$ cat config.mk
export PLATFORM = sky130hd
export DESIGN_NAME = lsb_embed_engine
export DESIGN_NICKNAME = d
export VERILOG_FILES = /design/src/rtl/lsb_embed_engine.sv
export SDC_FILE = /design/constraint.sdc
export NUM_CORES = 1
export LEC_CHECK = 0
export BUFFER_PORTS_ARGS = -buffer_cell sky130_fd_sc_hd__buf_2
export CORE_MARGIN = 1
export CORE_UTILIZATION = 35
export DETAILED_ROUTE_END_ITERATION = 10
export PLACE_DENSITY_LB_ADDON = 0.25
export SETUP_SLACK_MARGIN = 0.5
export SYNTH_ARGS = -nofsm -noshare
export SYNTH_HDL_FRONTEND = slang
export SYNTH_SLANG_ARGS = --single-unit
$ cat constraint.sdc
create_clock -name pl_clk -period 10.67 [get_ports pl_clk]
set_clock_uncertainty 0.15 [all_clocks]
set_input_delay 3.201 -clock pl_clk [delete_from_list [all_inputs] [get_ports pl_clk]]
set_output_delay 3.201 -clock pl_clk [all_outputs]
set_load 0.02 [all_outputs]
$ cat src/rtl/lsb_embed_engine.sv
// LSB steganography engine: masters the pl_* BRAM port, hiding message bits in pixel-byte
// LSBs (EMBED) or gathering those LSBs back into message words (EXTRACT).
module lsb_embed_engine #(
   parameter int unsigned ADDR_WIDTH = 32,
   parameter int unsigned DATA_WIDTH = 32,
   parameter int unsigned NUM_BYTES  = 4,
   parameter int unsigned LEN_WIDTH  = 20
) (
   input  logic                  pl_clk,
   input  logic                  pl_rst,
   input  logic                  start,
   input  logic                  mode,
   input  logic [ADDR_WIDTH-1:0] img_base,
   input  logic [ADDR_WIDTH-1:0] msg_base,
   input  logic [LEN_WIDTH-1:0]  msg_bits,
   output logic                  busy,
   output logic                  done,
   output logic                  pl_en,
   output logic [NUM_BYTES-1:0]  pl_we,
   output logic [ADDR_WIDTH-1:0] pl_addr,
   output logic [DATA_WIDTH-1:0] pl_din,
   input  logic [DATA_WIDTH-1:0] pl_dout
);

   // Bit index of the current pixel's byte 0; wide enough to step past L without overflow.
   localparam int unsigned KW = LEN_WIDTH + 2;

   typedef enum logic [2:0] {
      S_IDLE, S_MSG_RD, S_MSG_WT, S_PIX_RD, S_PIX_WT, S_PIX_WR, S_MSG_WR, S_DONE
   } state_t;

   state_t                state_q;
   logic                  mode_q, busy_q, done_q, pl_en_q;
   logic [NUM_BYTES-1:0]  pl_we_q;
   logic [ADDR_WIDTH-1:0] img_base_q, msg_base_q, pl_addr_q;
   logic [DATA_WIDTH-1:0] pl_din_q, msg_sr_q, acc_q;
   logic [LEN_WIDTH-1:0]  len_q;
   logic [KW-1:0]         k_q;

   logic [KW-1:0]         k_nxt, len_x;
   logic                  last_c;
   logic [ADDR_WIDTH-1:0] pix_addr_cur, pix_addr_nxt, msg_addr_cur, msg_addr_nxt;
   logic [DATA_WIDTH-1:0] pix_d, acc_d;

   assign busy    = busy_q;
   assign done    = done_q;
   assign pl_en   = pl_en_q;
   assign pl_we   = pl_we_q;
   assign pl_addr = pl_addr_q;
   assign pl_din  = pl_din_q;

   // Pixel address is img_base + k (4 bits per 4-byte word); message word is k/32.
   assign k_nxt        = k_q + KW'(4);
   assign len_x        = KW'(len_q);
   assign last_c       = (k_nxt >= len_x);
   assign pix_addr_cur = img_base_q + ADDR_WIDTH'(k_q);
   assign pix_addr_nxt = img_base_q + ADDR_WIDTH'(k_nxt);
   assign msg_addr_cur = msg_base_q + (ADDR_WIDTH'(k_q >> 5) << 2);
   assign msg_addr_nxt = msg_base_q + (ADDR_WIDTH'(k_nxt >> 5) << 2);

   // Embedded pixel and updated accumulator for the word on pl_dout; bytes past L untouched.
   always_comb begin
      pix_d = pl_dout;
      acc_d = acc_q;
      for (int j = 0; j < 4; j++) begin
         if ((k_q + KW'(j)) < len_x) begin
            pix_d[5'(8 * j)]           = msg_sr_q[5'(j)];
            acc_d[{k_q[4:2], 2'(j)}] = pl_dout[5'(8 * j)];
         end
      end
   end

   always_ff @(posedge pl_clk or posedge pl_rst) begin
      if (pl_rst) begin
         state_q    <= S_IDLE;
         mode_q     <= 1'b0;
         busy_q     <= 1'b0;
         done_q     <= 1'b0;
         pl_en_q    <= 1'b0;
         pl_we_q    <= '0;
         pl_addr_q  <= '0;
         pl_din_q   <= '0;
         img_base_q <= '0;
         msg_base_q <= '0;
         len_q      <= '0;
         k_q        <= '0;
         msg_sr_q   <= '0;
         acc_q      <= '0;
      end else begin
         done_q  <= 1'b0;
         pl_en_q <= 1'b0;
         pl_we_q <= '0;
         case (state_q)
            S_IDLE: begin
               if (start) begin
                  mode_q     <= mode;
                  img_base_q <= img_base;
                  msg_base_q <= msg_base;
                  len_q      <= msg_bits;
                  k_q        <= '0;
                  acc_q      <= '0;
                  busy_q     <= 1'b1;
                  if (msg_bits == '0) begin
                     state_q <= S_DONE;
                     done_q  <= 1'b1;
                  end else if (!mode) begin
                     state_q   <= S_MSG_RD;
                     pl_en_q   <= 1'b1;
                     pl_addr_q <= msg_base;
                  end else begin
                     state_q   <= S_PIX_RD;
                     pl_en_q   <= 1'b1;
                     pl_addr_q <= img_base;
                  end
               end
            end
            S_MSG_RD: state_q <= S_MSG_WT;
            S_MSG_WT: begin
               msg_sr_q  <= pl_dout;
               state_q   <= S_PIX_RD;
               pl_en_q   <= 1'b1;
               pl_addr_q <= pix_addr_cur;
            end
            S_PIX_RD: state_q <= S_PIX_WT;
            S_PIX_WT: begin
               pl_en_q <= 1'b1;
               if (!mode_q) begin
                  // pl_addr still holds this pixel's address for the write-back
                  pl_din_q <= pix_d;
                  pl_we_q  <= '1;
                  msg_sr_q <= msg_sr_q >> 4;
                  state_q  <= S_PIX_WR;
               end else begin
                  k_q   <= k_nxt;
                  acc_q <= acc_d;
                  if (last_c || (k_nxt[4:0] == 5'd0)) begin
                     pl_we_q   <= '1;
                     pl_din_q  <= acc_d;
                     pl_addr_q <= msg_addr_cur;
                     state_q   <= S_MSG_WR;
                  end else begin
                     pl_addr_q <= pix_addr_nxt;
                     state_q   <= S_PIX_RD;
                  end
               end
            end
            S_PIX_WR: begin
               k_q <= k_nxt;
               if (last_c) begin
                  state_q <= S_DONE;
                  done_q  <= 1'b1;
               end else if (k_nxt[4:0] == 5'd0) begin
                  state_q   <= S_MSG_RD;
                  pl_en_q   <= 1'b1;
                  pl_addr_q <= msg_addr_nxt;
               end else begin
                  state_q   <= S_PIX_RD;
                  pl_en_q   <= 1'b1;
                  pl_addr_q <= pix_addr_nxt;
               end
            end
            S_MSG_WR: begin
               acc_q <= '0;
               if (k_q >= len_x) begin
                  state_q <= S_DONE;
                  done_q  <= 1'b1;
               end else begin
                  state_q   <= S_PIX_RD;
                  pl_en_q   <= 1'b1;
                  pl_addr_q <= pix_addr_cur;
               end
            end
            S_DONE: begin
               busy_q  <= 1'b0;
               state_q <= S_IDLE;
            end
            default: state_q <= S_IDLE;
         endcase
      end
   end

endmodule
**Word-level counts from Yosys, hierarchy flattened**

Cells that the tools add are included.

- Output and inout port bits: 71
- Input port bits: 120
- Logic and storage cells: 132
- Register bits after elaboration: 245

- Eq/ne operators: 14
- Order comparisons: 14
- Add/subtract/negate cells: 8
- Reductions and logical operators: 21
- Mux-type cells: 61

Operators by type and width:

| kind | count |
|---|---|
| 32-bit two-way mux | 17 |
| 32-bit one-hot mux with 5 select lines | 1 |
| 32-bit bitwise mux | 4 |
| 32-bit one-hot mux with 3 select lines | 1 |
| 22-bit by 20-bit < comparator with 1-bit output | 4 |
| 22-bit one-hot mux with 3 select lines | 1 |
| 32-bit by 19-bit adder with 32-bit output | 2 |
| 32-bit by 22-bit adder with 32-bit output | 2 |
| 32-bit one-hot mux with 2 select lines | 1 |
| 22-bit by 2-bit adder with 22-bit output, second input constant | 2 |
| 22-bit by 20-bit >= comparator with 1-bit output | 2 |
| 22-bit two-way mux | 2 |
| 5-bit by 6-bit < comparator with 1-bit output, second input constant | 4 |
| 3-bit one-hot mux with 8 select lines | 1 |
| 22-bit by 1-bit adder with 22-bit output, second input constant | 1 |
| 22-bit by 3-bit adder with 22-bit output, second input constant | 1 |
| 5-bit by 1-bit >= comparator with 1-bit output, second input constant | 4 |
| 20-bit logical NOT | 1 |
| 3-bit two-way mux | 6 |
| 1-bit two-way mux | 15 |
| 1-bit demux with 3-bit select | 4 |
| 3-bit == test, second input constant | 4 |
| 4-bit two-way mux | 3 |
| 2-bit != test, second input constant | 6 |
| 18 further kinds | 29 |

**Longest topological paths before layout**

- Depth in word-level cells: 14
- Gate-level depth with buffers: 18
- Gate-level depth less buffers: 17

**Worst setup path before layout**

No wires, ideal clock.

- Kind: input to register
- Start: input msg_bits[10]
- End: register pl_addr_q[4], in the netlist pl_addr[4]
- Path buffers: 3
- Setup slack: 5.696 ns
- Arrival time: 4.701 ns
- Required time: 10.397 ns
- Library setup time: 0.123 ns
- Cell stages on the path: 11
- Path through: nor4_1 -> nand3_1 -> nor2_1 -> o21a_1 -> nor3_1 -> a221o_1 -> buf_4 -> buf_6 -> buf_2 -> nor2_1 -> nor2_1

- Longest elaborated chain between the ends: 3

RTL lines:

| item | RTL line | RTL |
|---|---|---|
| start: declaration | 15 | `input logic [LEN_WIDTH-1:0] msg_bits,` |
| 20-bit logical NOT | 103 | `if (msg_bits == '0) begin` |
| 2-bit != test (no line) | -- |  |
| 6-bit AND reduction (no line) | -- |  |
| end signal: assignment | 109 | `pl_addr_q <= msg_base;` |
| end signal: assignment | 113 | `pl_addr_q <= img_base;` |
| end signal: assignment | 122 | `pl_addr_q <= pix_addr_cur;` |
| end: declaration | 35 | `logic [ADDR_WIDTH-1:0] img_base_q, msg_base_q, pl_addr_q;` |

Every way passes these cells.
A chain may end at the register's enable or synchronous reset.

**Worst setup path in the final report**

- Start: register k_q[4]
- End: register pl_addr_q[23], in the netlist pl_addr[23]

- Longest elaborated chain between the ends: 6
- Elaborated cells between the ends (all ways): 17
- Classes of those cells: add/sub (4); order compare (2); eq/ne (2); mux (6); reduce/logical (3)

RTL lines:

| item | RTL line | RTL |
|---|---|---|
| start: declaration | 38 | `logic [KW-1:0] k_q;` |
| start signal: assignment | 134 | `k_q <= k_nxt;` |
| start signal: assignment | 148 | `k_q <= k_nxt;` |
| parallel branches: the longest is 6 deep, another holds 32-bit by 22-bit adder with 32-bit output | -- |  |
| end signal: assignment | 122 |  |
| end signal: assignment | 139 | `pl_addr_q <= msg_addr_cur;` |
| end signal: assignment | 142 | `pl_addr_q <= pix_addr_nxt;` |

Parallel ways; which one is timed is not known. The select of a mux whose other input is x is not followed.

==> summary.txt <==
Status
  • Outcome: completed

Routing
  • # DRC: 0
  • Avg WL per Cell: 22.66 µm
  • Vias/cell: 5.738
  • Iteration-0 DRC Markers: 1111
  • Routed vias: 16.04k
  • Total Wirelength: 63360 µm
  • Number of iterations in the first detailed-routing pass: 5
  • Final antenna-violating net count: 0

Synthesis
  • Main area contributors after synthesis: dfrtp_1, ha_1, mux2_2
  • Number of synthesized flops with an enable pin: 0
  • Seq cells post-synth: 224
  • Sequential share of the synthesized area: 32.43%
  • Syn_nets: 2258
  • Post-Syn Area: 17290 µm²
  • Synth Instances: 1992
  • Avg Cell Area, Syn: 8.678 µm²
  • Post-synth ARST share: 100.0%
  • Yosys cell types: 90
  • Area share of the largest cell type after synthesis: 32.43%
  • Leading area contributor after synthesis: dfrtp_1
  • Most used DFF post-synth: dfrtp_1
  • Yosys warns: 0

Timing
  • Unrepaired setup endpoints after global routing: false
  • Worst Hold Slack: 0.3240 ns
  • Max Freq: 158.4 MHz
  • Endpoints failing setup: 0
  • Setup TNS Final: 0 ns
  • Clock period minus worst slack: 6.312 ns
  • Worst slew pin tran: 1.207 ns
  • Relative slew slack: 19.52%
  • PnR worst setup slack: 4.359 ns
  • Hold Violations, Final: 0
  • Max Slew Vio Count: 0
  • Final Cycle Share: 59.15%

Floorplanning
  • IO Pins: 191
  • Die extent in y: 224.2 µm
  • Die area: 50280 µm²
  • Initial Utilization: 35.39%
  • Core area: 48850 µm²
  • # rows: 81
  • Chip Width: 224.2 µm

Clock tree
  • Post-cts repair resize count: 0
  • CTS max path bufs: 3
  • Post-CTS setup repair buffer count: 0
  • TritonCTS clock tree: built
  • Hold buffers post-CTS: 0
  • Worst-path clk slew: 0.06 ns
  • Later-pin clock latency in the skew report: 0.62 ns
  • H-Tree Depth: 1
  • TritonCTS Buffers: 30
  • Sink Count: 224
  • Root Buffer: clkbuf_16

Setup path
  • Worst path cell trace: nand3_4, or4_1, nor2_1, and3_1, xor2_1, ha_1, nand2_1, nor2_1, a221oi_1, nand4bb_4, nor2_2, a221o_2, buf_4, nand2_2, a2111oi_1, a31oi_1
  • CP delay by family, top: simple AND/OR/NAND/NOR gates
  • CP max FO: 54
  • Critical Path Sink Type: flip-flop
  • CP max stage cell: dfrtp_1
  • R2R Setup Slk: 4.36 ns
  • Critical path type: reg -> reg
  • CP most frequent cell: nor2_1
  • Worst EP required: 10.95 ns
  • CP max stage delay: 0.81 ns
  • Worst path bufs/invs: 1
  • Signal arrival time at the worst endpoint: 6.59 ns
  • CP startpoint kind: flip-flop

Global route
  • Largest net degree at the start of global routing: 110
  • Initial antenna violation count: 1
  • First-pass GRT wire length: 96230 µm
  • Vias in the first global route: 15.60k
  • Gr ovfl total: 0
  • GRT Util Overall: 24.97%

Pwr
  • VDD IR max: 0.1328 mV
  • Total power: 5.344 mW
  • Power per Cell Area: 269.6 nW/µm²
  • Leak: 9.053 nW

Worst hold path
  • Worst Hold Class: reg -> reg

Layout
  • Multi-input combinational cell area: 10940 µm²
  • NumNets Final: 2372
  • Reg area: 5607 µm²
  • Fill cells: 5001
  • Area Overhead vs Synth: 14.65%
  • Fin cells: 2796
  • Layout cells sized above 1: 17.61%

Place
  • Dpl hpwl: 48140 µm
  • Placed Cells incl. Taps: 2738
  • Post-place setup slack: 4.522 ns
  • Port bufs: 190
  • Placer Congestion: 0.9665

Flow run
  • Maxcap violations: 0
## placed cells by master (no fill, tap or decap), types with 29 or more instances in the layout
| cell | Yosys | routed |
|---|---|---|
| a211oi_1 | 35 | 35 |
| a21o_1 | 52 | 52 |
| a21oi_1 | 144 | 144 |
| a31oi_1 | 58 | 58 |
| buf_2 | 12 | 190 |
| clkbuf_16 | 0 | 30 |
| dfrtp_1 | 224 | 223 |
| ha_1 | 144 | 144 |
| inv_1 | 48 | 47 |
| mux2_2 | 71 | 71 |
| mux2i_1 | 55 | 55 |
| nand2_1 | 211 | 211 |
| nand3_1 | 54 | 54 |
| nor2_1 | 128 | 126 |
| nor3_1 | 29 | 29 |
| o21ai_0 | 146 | 146 |
| xnor2_1 | 67 | 67 |
| xor2_1 | 31 | 31 |
## cells in the mapped netlist (16+ instances only)
| cell type | instances |
|---|---|
| ha_1 | 144 |
| xor2_1 | 31 |
| o22ai_1 | 25 |
| mux2i_1 | 55 |
| nand2_1 | 211 |
| clkbuf_1 | 106 |
| o211ai_1 | 27 |
| a31oi_1 | 58 |
| dfrtp_1 | 224 |
| nor2_1 | 128 |
| nand3_1 | 54 |
| nand2b_1 | 18 |
| nor3_1 | 29 |
| a21o_1 | 52 |
| nor2b_1 | 16 |
| a211oi_1 | 35 |
| o21a_1 | 20 |
| o21ai_0 | 146 |
| a21oi_1 | 144 |
| inv_1 | 48 |
| xnor2_1 | 67 |
| mux2_2 | 71 |
## state kept, by name, summed over array words and instances, names as in the netlist, 16 cells and up
register    flops
acc_q          32
img_base_q     32
msg_base_q     32
pl_addr        32
pl_din         32
k_q            20
len_q          20
msg_sr_q       16
## metal layers
metal	vias up	wire, µm	global-route usage (%)
met5	-	0	0
met4	0	1625	6.759
met3	94	3326	3.005
met2	511	29810	41.24
met1	7880	28590	34.40
li1	7559	-	-
## final timing paths
| check | cells past startpoint | end | startpoint |
|---|---|---|---|
| max in group asynchronous | 3 | mode_q | pl_rst |
| min | 1 | pl_din[16] | pl_din[16] |
| min reg2reg | 1 | pl_din[16] | pl_din[16] |
| max | 16 | pl_addr[23] | k_q[4] |
| min in group asynchronous | 2 | msg_sr_q[9] | pl_rst |
| max reg2reg | 16 | pl_addr[23] | k_q[4] |
## cell families after synthesis
| family | synth area share [%] |
|---|---|
| AOI/OAI and AO/OA | 23.93 |
| xor gates and xnor gates | 4.965 |
| adders and majority gates | 10.65 |
| buffers and inverters | 4.350 |
| DFF | 32.43 |
| muxes | 7.810 |
| and+or+nand+nor | 15.87 |
## stage by stage
stage / instance area [µm²] / utilization, %
global placement: 18720 / 38.33
global route: 19810 / 40.56
CTS: 19810 / 40.56
finish: 19820 / 40.57
detailed placement: 18720 / 38.33
floorplan: 17290 / -
## layout make-up
class                   count  share of cell area (%)
diodes                      2                 0.02525
inverters                  51                   1.004
repair buffers            216                   5.783
clock inverters            17                   1.395
flip-flops and latches    224                   28.29
clock buffers              39                   4.110
well taps                 664                   4.192
multi-input cells        1583                   55.20
## report_power, final
group	switching, mW	leakage [nW]	internal, mW	total, mW
Combinational	1.63	5.77	1.01	2.64
Clock	0.429	0.527	0.686	1.12
Sequential	0.398	2.75	1.19	1.59
Note: power is estimated with default switching activity, not from simulation.
